## config.mk

```make
export PLATFORM = sky130hd
export DESIGN_NAME = uart_tx_fifo_param_flat
export DESIGN_NICKNAME = d
export VERILOG_FILES = /design/src/rtl/uart_tx_fifo_param_pkg.sv /design/src/rtl/uart_tx_fifo_param_if.sv /design/src/rtl/uart_tx_fifo_param_fifo.sv /design/src/rtl/uart_tx_fifo_param.sv /design/src/flat_wrapper.sv
export SDC_FILE = /design/constraint.sdc
export NUM_CORES = 1
export LEC_CHECK = 0
export CAP_MARGIN = 15
export CORE_MARGIN = 2
export CORE_UTILIZATION = 59
export DETAILED_ROUTE_END_ITERATION = 12
export MAX_ROUTING_LAYER = met4
export PLACE_DENSITY = 0.9
export SYNTH_ARGS = -nofsm -noshare
export SYNTH_HDL_FRONTEND = slang
export SYNTH_SLANG_ARGS = --single-unit
```

## constraint.sdc

```tcl
create_clock -name clk -period 2.9 [get_ports clk]
set_input_delay 0.725 -clock clk [delete_from_list [all_inputs] [get_ports clk]]
set_output_delay 0.725 -clock clk [all_outputs]
set_load 0.02 [all_outputs]
```

## src/rtl/uart_tx_fifo_param_pkg.sv

```systemverilog
// Shared definitions for the FIFO-fronted UART transmitter.
//   tx_state_t : transmit FSM states. PARITY exists only when UART_TX_PARITY_EN
//                is defined.
//   baud_div   : rounded clock-per-bit divisor, (clk_freq + baud/2) / baud.
//   IDLE_LEVEL : level of the serial line when nothing is being sent.
// Optional feature macro: UART_TX_PARITY_EN.
package uart_pkg;

  localparam logic IDLE_LEVEL = 1'b1;

`ifdef UART_TX_PARITY_EN
  typedef enum logic [2:0] {IDLE, START, DATA, PARITY, STOP} tx_state_t;
`else
  typedef enum logic [2:0] {IDLE, START, DATA, STOP} tx_state_t;
`endif

  function automatic int baud_div(input int clk_freq, input int baud);
    return (clk_freq + baud / 2) / baud;
  endfunction

endpackage

```

## src/rtl/uart_tx_fifo_param_if.sv

```systemverilog
// Write-port bundle between the bus/CPU side and the transmitter.
//   TxD_start : write strobe (master -> slave)
//   TxD_data  : word to queue (master -> slave)
//   TxD_ready : FIFO not full, a strobe is accepted only while high (slave -> master)
interface uart_tx_fifo_param_if #(
  parameter int DATA_BITS = 8
);
  logic                 TxD_start;
  logic [DATA_BITS-1:0] TxD_data;
  logic                 TxD_ready;

  modport master (output TxD_start, output TxD_data, input TxD_ready);
  modport slave  (input TxD_start, input TxD_data, output TxD_ready);
endinterface

```

## src/rtl/uart_tx_fifo_param_fifo.sv

```systemverilog
// uart_sync_fifo: small single-clock FIFO that queues words for the transmitter.
//   clk, rst_n : clock, synchronous active-low reset (flushes the FIFO)
//   push, din  : write request and data, ignored while full
//   pop, dout  : read request, dout shows the head word
//   count      : number of stored words
//   full/empty : status flags
// The head word is read combinationally so the FSM can load it on the same
// edge that pops it. DEPTH must be a power of two so the pointers wrap freely.
module uart_sync_fifo #(
  parameter int WIDTH = 8,
  parameter int DEPTH = 4
) (
  input  logic                     clk,
  input  logic                     rst_n,
  input  logic                     push,
  input  logic                     pop,
  input  logic [WIDTH-1:0]         din,
  output logic [WIDTH-1:0]         dout,
  output logic [$clog2(DEPTH):0]   count,
  output logic                     full,
  output logic                     empty
);
  localparam int AW = $clog2(DEPTH);
  localparam logic [AW:0] DEPTH_W = (AW + 1)'(DEPTH);

  logic [WIDTH-1:0] mem [DEPTH];
  logic [AW-1:0]    wr_ptr_reg, rd_ptr_reg;
  logic [AW:0]      count_reg, count_next;
  logic             full_reg;
  logic             do_push, do_pop;

  // A push is refused when full even if a pop happens in the same cycle.
  assign do_push = push && !full_reg;
  assign do_pop  = pop && (count_reg != '0);

  always_comb begin
    count_next = count_reg;
    case ({do_push, do_pop})
      2'b10:   count_next = count_reg + 1'b1;
      2'b01:   count_next = count_reg - 1'b1;
      default: count_next = count_reg;
    endcase
  end

  always_ff @(posedge clk) begin
    if (!rst_n) begin
      wr_ptr_reg <= '0;
      rd_ptr_reg <= '0;
      count_reg  <= '0;
      full_reg   <= 1'b0;
    end else begin
      if (do_push) wr_ptr_reg <= wr_ptr_reg + 1'b1;
      if (do_pop)  rd_ptr_reg <= rd_ptr_reg + 1'b1;
      count_reg <= count_next;
      full_reg  <= (count_next == DEPTH_W);
    end
  end

  always_ff @(posedge clk) begin
    if (do_push) mem[wr_ptr_reg] <= din;
  end

  assign dout  = mem[rd_ptr_reg];
  assign count = count_reg;
  assign full  = full_reg;
  assign empty = (count_reg == '0);
endmodule

```

## src/rtl/uart_tx_fifo_param.sv

```systemverilog
// uart_tx_fifo_param: parametrised UART transmitter with a write FIFO.
//   clk, rst_n : system clock, synchronous active-low reset
//   wr         : write port (TxD_start / TxD_data / TxD_ready), slave side
//   TxD        : serial line, idle high, always driven from a register
//   TxD_busy   : frame on the line or words still queued
//   fifo_count : queued words, not counting the frame in flight
// Frame: start bit, DATA_BITS data bits LSB first, optional parity bit,
// STOP_BITS stop bits; every bit lasts DIV clocks.
// Optional feature macro: UART_TX_PARITY_EN (adds the parity bit,
// even parity, or odd when PARITY_ODD=1).
module uart_tx_fifo_param
  import uart_pkg::*;
#(
  parameter int CLK_FREQ   = 50000000,
  parameter int BAUD       = 115200,
  parameter int DATA_BITS  = 8,
  parameter int STOP_BITS  = 1,
  parameter int FIFO_DEPTH = 4,
  parameter int PARITY_ODD = 0
) (
  input  logic                          clk,
  input  logic                          rst_n,
  uart_tx_fifo_param_if.slave           wr,
  output logic                          TxD,
  output logic                          TxD_busy,
  output logic [$clog2(FIFO_DEPTH):0]   fifo_count
);
  localparam int DIV = baud_div(CLK_FREQ, BAUD);
  localparam int CW  = $clog2(DIV);
  localparam logic [CW-1:0] DIV_LAST  = CW'(DIV - 1);
  localparam logic [3:0]    DATA_LAST = 4'(DATA_BITS - 1);
  localparam logic [3:0]    STOP_LAST = 4'(STOP_BITS - 1);

  // Reject unsupported configurations at elaboration.
  if (DATA_BITS < 5 || DATA_BITS > 9 || STOP_BITS < 1 || STOP_BITS > 2 ||
      FIFO_DEPTH < 2 || FIFO_DEPTH > 16 || PARITY_ODD < 0 || PARITY_ODD > 1 ||
      DIV < 2) begin : g_bad_param
    $error("uart_tx_fifo_param: unsupported parameter set");
  end

  tx_state_t            state_reg, state_next;
  logic [CW-1:0]        baud_reg, baud_next;
  logic [3:0]           bit_idx_reg, bit_idx_next;
  logic [DATA_BITS-1:0] shift_reg, shift_next;
  logic                 txd_reg, busy_reg;
  logic                 line_level, pop, bit_end;
  logic [DATA_BITS-1:0] fifo_dout;
  logic                 fifo_full, fifo_empty;
`ifdef UART_TX_PARITY_EN
  logic                 parity_reg, parity_next;
`endif

  uart_sync_fifo #(
    .WIDTH (DATA_BITS),
    .DEPTH (FIFO_DEPTH)
  ) u_fifo (
    .clk   (clk),
    .rst_n (rst_n),
    .push  (wr.TxD_start),
    .pop   (pop),
    .din   (wr.TxD_data),
    .dout  (fifo_dout),
    .count (fifo_count),
    .full  (fifo_full),
    .empty (fifo_empty)
  );

  assign wr.TxD_ready = !fifo_full;
  assign bit_end      = (baud_reg == DIV_LAST);

  always_comb begin
    state_next   = state_reg;
    baud_next    = baud_reg + 1'b1;
    bit_idx_next = bit_idx_reg;
    shift_next   = shift_reg;
    pop          = 1'b0;
    line_level   = IDLE_LEVEL;
`ifdef UART_TX_PARITY_EN
    parity_next  = parity_reg;
`endif
    case (state_reg)
      IDLE: begin
        baud_next = '0;
        if (!fifo_empty) begin
          pop        = 1'b1;
          shift_next = fifo_dout;
          state_next = START;
`ifdef UART_TX_PARITY_EN
          parity_next = (^fifo_dout) ^ (PARITY_ODD != 0);
`endif
        end
      end
      START: begin
        line_level = 1'b0;
        if (bit_end) begin
          baud_next    = '0;
          bit_idx_next = '0;
          state_next   = DATA;
        end
      end
      DATA: begin
        line_level = shift_reg[0];
        if (bit_end) begin
          baud_next  = '0;
          shift_next = shift_reg >> 1;
          if (bit_idx_reg == DATA_LAST) begin
            bit_idx_next = '0;
`ifdef UART_TX_PARITY_EN
            state_next = PARITY;
`else
            state_next = STOP;
`endif
          end else begin
            bit_idx_next = bit_idx_reg + 1'b1;
          end
        end
      end
`ifdef UART_TX_PARITY_EN
      PARITY: begin
        line_level = parity_reg;
        if (bit_end) begin
          baud_next  = '0;
          state_next = STOP;
        end
      end
`endif
      STOP: begin
        line_level = 1'b1;
        if (bit_end) begin
          baud_next = '0;
          if (bit_idx_reg == STOP_LAST) begin
            bit_idx_next = '0;
            // Chain straight into the next frame when more words are queued.
            if (!fifo_empty) begin
              pop        = 1'b1;
              shift_next = fifo_dout;
              state_next = START;
`ifdef UART_TX_PARITY_EN
              parity_next = (^fifo_dout) ^ (PARITY_ODD != 0);
`endif
            end else begin
              state_next = IDLE;
            end
          end else begin
            bit_idx_next = bit_idx_reg + 1'b1;
          end
        end
      end
      default: begin
        state_next = IDLE;
        baud_next  = '0;
      end
    endcase
  end

  // TxD and TxD_busy are both registered from the current state, so busy
  // stays aligned with the line and drops exactly when the last stop bit ends.
  always_ff @(posedge clk) begin
    if (!rst_n) begin
      state_reg   <= IDLE;
      baud_reg    <= '0;
      bit_idx_reg <= '0;
      shift_reg   <= '0;
      txd_reg     <= IDLE_LEVEL;
      busy_reg    <= 1'b0;
`ifdef UART_TX_PARITY_EN
      parity_reg  <= 1'b0;
`endif
    end else begin
      state_reg   <= state_next;
      baud_reg    <= baud_next;
      bit_idx_reg <= bit_idx_next;
      shift_reg   <= shift_next;
      txd_reg     <= line_level;
      busy_reg    <= (state_reg != IDLE) || !fifo_empty;
`ifdef UART_TX_PARITY_EN
      parity_reg  <= parity_next;
`endif
    end
  end

  assign TxD      = txd_reg;
  assign TxD_busy = busy_reg;
endmodule

```

## src/flat_wrapper.sv

```systemverilog
// flat-port wrapper written by rule: the top's interface ports become plain ports
module uart_tx_fifo_param_flat import uart_pkg::*;
#(
  parameter int CLK_FREQ   = 50000000,
  parameter int BAUD       = 115200,
  parameter int DATA_BITS  = 8,
  parameter int STOP_BITS  = 1,
  parameter int FIFO_DEPTH = 4,
  parameter int PARITY_ODD = 0
)
  (clk, rst_n, TxD, TxD_busy, fifo_count, wr_TxD_start, wr_TxD_data, wr_TxD_ready);
  uart_tx_fifo_param_if #(.DATA_BITS(DATA_BITS)) wr_i ();
  input  logic clk;
  input  logic rst_n;
  output logic TxD;
  output logic TxD_busy;
  output logic [$clog2(FIFO_DEPTH):0] fifo_count;
  input wire logic [$bits(wr_i.TxD_start)-1:0] wr_TxD_start;
  input wire logic [$bits(wr_i.TxD_data)-1:0] wr_TxD_data;
  output wire logic [$bits(wr_i.TxD_ready)-1:0] wr_TxD_ready;
  assign wr_i.TxD_start = wr_TxD_start;
  assign wr_i.TxD_data = wr_TxD_data;
  assign wr_TxD_ready = wr_i.TxD_ready;
  uart_tx_fifo_param #(.CLK_FREQ(CLK_FREQ), .BAUD(BAUD), .DATA_BITS(DATA_BITS), .STOP_BITS(STOP_BITS), .FIFO_DEPTH(FIFO_DEPTH), .PARITY_ODD(PARITY_ODD)) u_core (.clk(clk), .rst_n(rst_n), .wr(wr_i), .TxD(TxD), .TxD_busy(TxD_busy), .fifo_count(fifo_count));
endmodule
```

# Word-level counts from Yosys, hierarchy flattened
# Memory sizes are Yosys's and may differ from the RTL's. A register that Yosys moved wholly into a read port is not among the register bits.
# Index checks and enable logic that the tools add are counted.
word_totals:
  regBits: 34
  mem_count: 1
  out_inout_bits: 6
  in_bits: 11
  word_cells: 79
  ram_bits: 32
op_classes:
  n_reduce_logical: 17
  muxes: 29
  addsub: 6
  n_eq_ne: 14
  bitwise: 2
memory_table:
  columns: ["memory", "words", "width", "rd", "rd_ports_with_merged_regs", "wr", "line", "source"]
  rows:
  - ["u_core.u_fifo.mem", 4, 8, 1, 1, 1, "uart_tx_fifo_param_fifo.sv:26", "logic [WIDTH-1:0] mem [DEPTH];"]
op_table:
  columns: ["cell", "n"]
  rows:
  - ["two-way mux 8 bit", 4]
  - ["one-hot mux 8 bit (3 select lines)", 1]
  - ["two-way mux 4 bit", 5]
  - ["two-way mux 3 bit", 6]
  - ["one-hot mux 3 bit (4 select lines)", 1]
  - ["one-hot mux 4 bit (3 select lines)", 1]
  - ["nonzero test 3 bit", 4]
  - ["inequality test 2 x 1 -> 1 bit (second input constant)", 5]
  - ["adder 9 x 1 -> 9 bit (second input constant)", 1]
  - ["equality test 9 bit (second input constant)", 1]
  - ["AND reduction 4 bit", 2]
  - ["equality test 3 x 2 -> 1 bit (second input constant)", 2]
  - ["zero test 3 bit", 2]
  - ["two-way mux 1 bit", 6]
  - ["one-hot mux 3 bit (2 select lines)", 1]
  - ["AND reduction 6 bit", 1]
  - ["OR reduction 3 bit", 2]
  - ["adder 2 x 1 -> 2 bit (second input constant)", 2]
  - ["adder 4 x 1 -> 4 bit (second input constant)", 1]
  - ["equality test 4 x 3 -> 1 bit (second input constant)", 1]
  - ["zero test 4 bit", 1]
  - ["two-way mux 2 bit", 2]
  - ["one-hot mux 1 bit (2 select lines)", 2]
  - ["adder 3 x 1 -> 3 bit (second input constant)", 1]
  - ["10 further kinds", 13]

# Longest topological paths before layout
# Gate-level depths: netlist of the first run.
depth:
  word_depth: 9
  ltp_mapped: 12
  depth_no_buf: 12

# By module
# A second synthesis of the first run with hierarchy kept.
hier_totals:
  cells_unflattened: 250
  area_unflattened_um2: 3101.7
modules_own_cells:
  columns: ["module", "cells_per_inst", "seq_area_each_um2", "area_per_inst_um2", "instances"]
  rows:
  - ["uart_sync_fifo", 96, 1161.1, 1671.6, 1]
  - ["uart_tx_fifo_param", 154, 500.5, 1430.1, 1]

# Worst setup path before layout of the first run
# No wires, ideal clock.
synth_timing:
  path_kind: "reg2reg"
  start: "reg u_core.bit_idx_reg[0]"
  end: "reg u_core.u_fifo.full_reg (netlist: u_core.u_fifo.full)"
  t_required_ns: 2.840
  path_buffers: 0
  synth_period_minus_slack_ns: 2.412
  stages_incl_launch_ff: 13
  setup_time_ns: 0.060
  slack_ns: 0.488
  arrival_ns: 2.352
  path_cell_list: "dfxtp_1 > inv_1 > ha_1 > nor3b_1 > a41oi_1 > nor3_2 > ha_1 > inv_1 > fa_1 > xor2_1 > nor2_1 > xor2_1 > and3_1"
synth_via:
  elab_chain_len: 8
  elab_cells_between_ends: 9
  cone_classes: "eq/ne (3); mux (4); reduce/logical (2)"
synth_lines:
  columns: ["item", "line", "source"]
  rows:
  - ["start: declaration", "uart_tx_fifo_param.sv:43", "logic [3:0] bit_idx_reg, bit_idx_next;"]
  - ["start signal: assignment", "uart_tx_fifo_param.sv:172", "bit_idx_reg <= bit_idx_next;"]
  - ["zero test 4 bit *", "uart_tx_fifo_param.sv:131", "if (bit_idx_reg == STOP_LAST) begin"]
  - ["two-way mux 1 bit *", "uart_tx_fifo_param.sv:131", null]
  - ["two-way mux 1 bit *", "uart_tx_fifo_param.sv:129", "if (bit_end) begin"]
  - ["one-hot mux 1 bit (2 select lines) *", "uart_tx_fifo_param.sv:81", "case (state_reg)"]
  - ["logical AND 1 bit *", "uart_tx_fifo_param_fifo.sv:34", "assign do_pop = pop && (count_reg != '0);"]
  - ["named net u_core.u_fifo.do_pop", "uart_tx_fifo_param_fifo.sv:30", "logic do_push, do_pop;"]
  - ["equality test 2 x 1 -> 1 bit or equality test 2 bit (tied branches)", "uart_tx_fifo_param_fifo.sv:38", "case ({do_push, do_pop})"]
  - ["one-hot mux 3 bit (2 select lines) *", "uart_tx_fifo_param_fifo.sv:38", null]
  - ["equality test 3 bit *", "uart_tx_fifo_param_fifo.sv:55", "full_reg <= (count_next == DEPTH_W);"]
  - ["end signal: assignment", "uart_tx_fifo_param_fifo.sv:55", null]
  - ["end: declaration", "uart_tx_fifo_param_fifo.sv:29", "logic full_reg;"]
# The timed path passes the listed nets; every way through them passes the cells marked *.
# A chain may end at the register's enable or synchronous reset.

# Worst setup path in the final report of the first run
layout_timing:
  start: "reg u_core.baud_reg[0]"
  end: "reg u_core.u_fifo.full_reg (netlist: u_core.u_fifo.full)"
layout_via:
  elab_chain_len: 7
  elab_cells_between_ends: 8
  cone_classes: "eq/ne (4); mux (3); reduce/logical (1)"
layout_lines:
  columns: ["item", "line", "source"]
  rows:
  - ["start: declaration", "uart_tx_fifo_param.sv:42", "logic [CW-1:0] baud_reg, baud_next;"]
  - ["start signal: assignment", "uart_tx_fifo_param.sv:171", "baud_reg <= baud_next;"]
  - ["equality test 9 bit *", "uart_tx_fifo_param.sv:69", "assign bit_end = (baud_reg == DIV_LAST);"]
  - ["two-way mux 1 bit *", "uart_tx_fifo_param.sv:129", null]
  - ["one-hot mux 1 bit (2 select lines) *", "uart_tx_fifo_param.sv:81", null]
  - ["logical AND 1 bit *", "uart_tx_fifo_param_fifo.sv:34", null]
  - ["named net u_core.u_fifo.do_pop", "uart_tx_fifo_param_fifo.sv:30", null]
  - ["equality test 2 x 1 -> 1 bit or equality test 2 bit (tied branches)", "uart_tx_fifo_param_fifo.sv:38", null]
  - ["one-hot mux 3 bit (2 select lines) *", "uart_tx_fifo_param_fifo.sv:38", null]
  - ["equality test 3 bit *", "uart_tx_fifo_param_fifo.sv:55", null]
# Marked as above.

==> flow_summary.yaml, run 1 <==
yosys:
  yosys.area.top_type: "edfxtp_1"
  yosys.area.top_type_share_pct: 32.12
  syn_area_um2: 2992
  syn_inst: 252
  seq_area_frac_synth_pct: 55.54
  synthAdderAreaFrac_pct: 6.106
  synth_xor_area_share_pct: 2.635
  async_flop_share_pct: 0
  ys_seq_elements: 67
  yosysUniqueCellTypes: 47
  synth-compound-area-share_pct: 10.54
  synth_edf_count: 32
  synth_mux_area_share_pct: 7.026
  avgSynthCellArea_um2: 11.87
  ys_top_cells_by_area: "edfxtp_1 32%, dfxtp_1 23%, mux4_2 6.0%, ha_1 5.4%, nand2_1 2.9%"
  synth.most_common_cell: "dfxtp_1"
  synth_top_family_by_area: "simple AND/OR/NAND/NOR gates"
  ys_top_cells_by_count: "35 x dfxtp_1, 32 x edfxtp_1, 23 x nand2_1"
  synthFlopType: "dfxtp_1"
  synth_nets: 277
  yosysWarnings: 0
  synthSimpleGateAreaFrac_pct: 13.97
setup_path:
  required_ns: 3.19
  crit_type: "reg -> reg"
  crit_arrival_ns: 3.18
  critPathCaptureType: "flip-flop"
  worst-path-max-fanout: 5
  crit_path_start_kind: "flip-flop"
timing:
  maxSlewHeadroom_pct: 43.79
  fin_tns_setup_ns: 0
  fin_crit_sh_pct: 99.59
  max_freq_mhz: 346.3
  finClkSkew_ns: 0.007394
  fin_crit_ns: 2.888
  finalMaxSlewViolations: 0
  hold_viol: 0
  worst_pin_slew_ns: 0.8374
  timing.final.ws_setup_ns: 0.01197
  setup_violations: 0
cts:
  cts.sinks: 67
  h-tree-depth: 3
  max-clock-path-buffers: 2
  clock_latency_ns: 0.35
  hold_buffers: 0
  root_buffer: "clkbuf_8"
  numCtsBuffers: 9
  cts.clk_slew.worst_paths_ns: 0.08
  tritoncts: "done"
drt:
  post_drt_wl_per_cell_um: 17.73
  ant_nets: 0
  dr.max_layer_used: "met4"
  wl_met3_um: 343
  viasPerCell: 5.876
  wl_met1_um: 2514
  post-route-drc-count: 0
  vias: 2033
  met2WireLength_um: 3171
  drtPass1Iterations: 4
  drtIter0Drc: 215
  wl_um: 6134
final_layout:
  nets: 299
  multi_input_area_um2: 1226
  diodes: 0
  post-route-util_pct: 72.00
  drive_gt1_share_pct: 14.70
  largest_reg_flops: 32
  final_cells: 346
  nFillCells: 314
  regArea_um2: 1662
  syn_to_final_growth_pct: 15.93
power:
  p_clk_share_pct: 25.3
  swShare_pct: 36.18
  irDropWorstVdd_mv: 0.8776
  power.density_nw_per_um2: 1002
  p_sw_mw: 1.257
  p_comb_share_pct: 37.5
  leakage_nw: 1.199
  p_seq_share_pct: 37.1
  internal_power_mw: 2.218
grt:
  grt_pass1_vias: 1960
  antenna_found_initial: 0
  grt_max_degree: 14
  grt.overflow.total: 0
  grt_pass1_wl_um: 9273
  track_usage_pct: 23.88
place:
  place.port_buffers: 16
  dp_hpwl_um: 3731
  pre_cts_ws_ns: 0.07007
  gp_congestion: 0.8204
  dp.cells: 327
job:
  cap_violations: 0
floorplanning:
  coreArea_um2: 4817
  top_level_ports: 17
  rows: 25
  die_w_um: 75.21
  die_area_um2: 5656
  dieHeight_um: 75.21
  initial_core_util_pct: 62.10
outcome:
  status: "finished, final reports clean"
worst_hold_path:
  hold_path.class: "reg -> reg"
==> stage by stage <==
step / hold slack (ns) / cell area (µm²) / power (mW)
6_report: 0.4782 / 3468 / 3.475
5_1_grt: 0.5046 / 3468 / 3.639
4_1_cts: 0.4847 / 3425 / 3.392
3_5_place_dp: 0.4709 / 3201 / 2.499
3_3_place_gp: 0.4627 / 3201 / 2.442
2_1_floorplan: 0.4449 / 2992 / 2.246
==> layout make-up <==
| type | instances | share of cell area (%) |
|---|---|---|
| Multi-Input combinational cell | 156 | 35.35 |
| Inverter | 18 | 1.948 |
| Timing Repair Buffer | 22 | 5.916 |
| Clock buffer | 9 | 3.571 |
| Sequential cell | 67 | 47.91 |
| Clock inverter | 7 | 2.886 |
| Tap cell | 67 | 2.417 |
==> logic make-up after synthesis <==
family / count (synthesis)
simple gates: 76
flops: 67
buf+inv: 29
mux: 11
fa+ha+maj: 14
compound gates: 46
xor+xnor: 9
==> worst paths after layout <==
check	from	slack [ns]	depth (start not counted)	endpoint
max	u_core.baud_reg[0]$_SDFF_PP0_	0.01	11	u_core.u_fifo.full$_SDFF_PN0_
min	u_core.shift_reg[7]$_SDFFE_PN0P_	0.48	2	u_core.shift_reg[6]$_SDFFE_PN0P_
max reg2reg	u_core.baud_reg[0]$_SDFF_PP0_	0.01	11	u_core.u_fifo.full$_SDFF_PN0_
min reg2reg	u_core.shift_reg[7]$_SDFFE_PN0P_	0.48	2	u_core.shift_reg[6]$_SDFFE_PN0P_
==> metal layers <==
| metal | GRT usage, % | up-vias |
|---|---|---|
| li1 | - | 955 |
| met4 | 11.11 | 0 |
| met2 | 37.23 | 66 |
| met5 | - | - |
| met3 | 6.827 | 10 |
| met1 | 28.84 | 1002 |
==> repair_timing <==
| item | 4_1_cts | 5_1_grt |
|---|---|---|
| setup endpoints to repair | 0 | 2 |
| resized for setup | 0 | 4 |
| setup buffers | 0 | 3 |
| hold endpoints to repair | 0 | 0 |
==> placed cells by master, fill, tap and decap left out, drive strengths merged, types with 2 or more instances in the layout <==
cell and n:
dfxtp 35, edfxtp 32, nand2 23, nor2 19, inv 18, a21oi 17, clkdlybuf4s50 16, ha 13
o21ai 10, clkbuf 9, mux4 8, a311oi 8, and2 6, buf 6, nand3 5, xnor2 5
nor3 5, clkinv 5, xor2 4, mux2i 3, a211oi 3, nand4b 3, or3 3, nand4 2
bufinv 2, or3b 2
==> worst max-delay path: stages, from the launching register on <==
cell and delay (ns):
dfxtp_1 0.42, ha_1 0.16, and4_1 0.27, a41oi_2 0.20
nor3_2 0.39, ha_2 0.26, inv_1 0.06, fa_1 0.39
xor2_1 0.16, nor2_1 0.13, xor2_1 0.21, and3_1 0.18
==> power by group through the flow <==
stage	Clock (mW)	Sequential, mW	Combinational (mW)
floorplan	0	1.28	0.961
global placement	0	1.30	1.14
detailed placement	0	1.31	1.19
CTS	0.883	1.29	1.22
global route	0.917	1.31	1.41
finish	0.881	1.29	1.30
Note: power is estimated with default switching activity, not from simulation.
==> run 2: changes to the inputs <==
--- a/config.mk
+++ b/config.mk
@@ -11,6 +11,7 @@
 export DETAILED_ROUTE_END_ITERATION = 12
 export MAX_ROUTING_LAYER = met4
 export PLACE_DENSITY = 0.9
+export SLEW_MARGIN = 25
 export SYNTH_ARGS = -nofsm -noshare
 export SYNTH_HDL_FRONTEND = slang
 export SYNTH_SLANG_ARGS = --single-unit
==> results of run 2 <==
No change in the layout: final DEF, timing and power equal those of run 1.
==> run 3: changes to the inputs <==
--- a/config.mk
+++ b/config.mk
@@ -11,6 +11,7 @@
 export DETAILED_ROUTE_END_ITERATION = 12
 export MAX_ROUTING_LAYER = met4
 export PLACE_DENSITY = 0.9
+export SKIP_CTS_REPAIR_TIMING = 1
 export SLEW_MARGIN = 25
 export SYNTH_ARGS = -nofsm -noshare
 export SYNTH_HDL_FRONTEND = slang
==> results of run 3 <==
No change in the layout: final DEF, timing and power equal those of run 1.
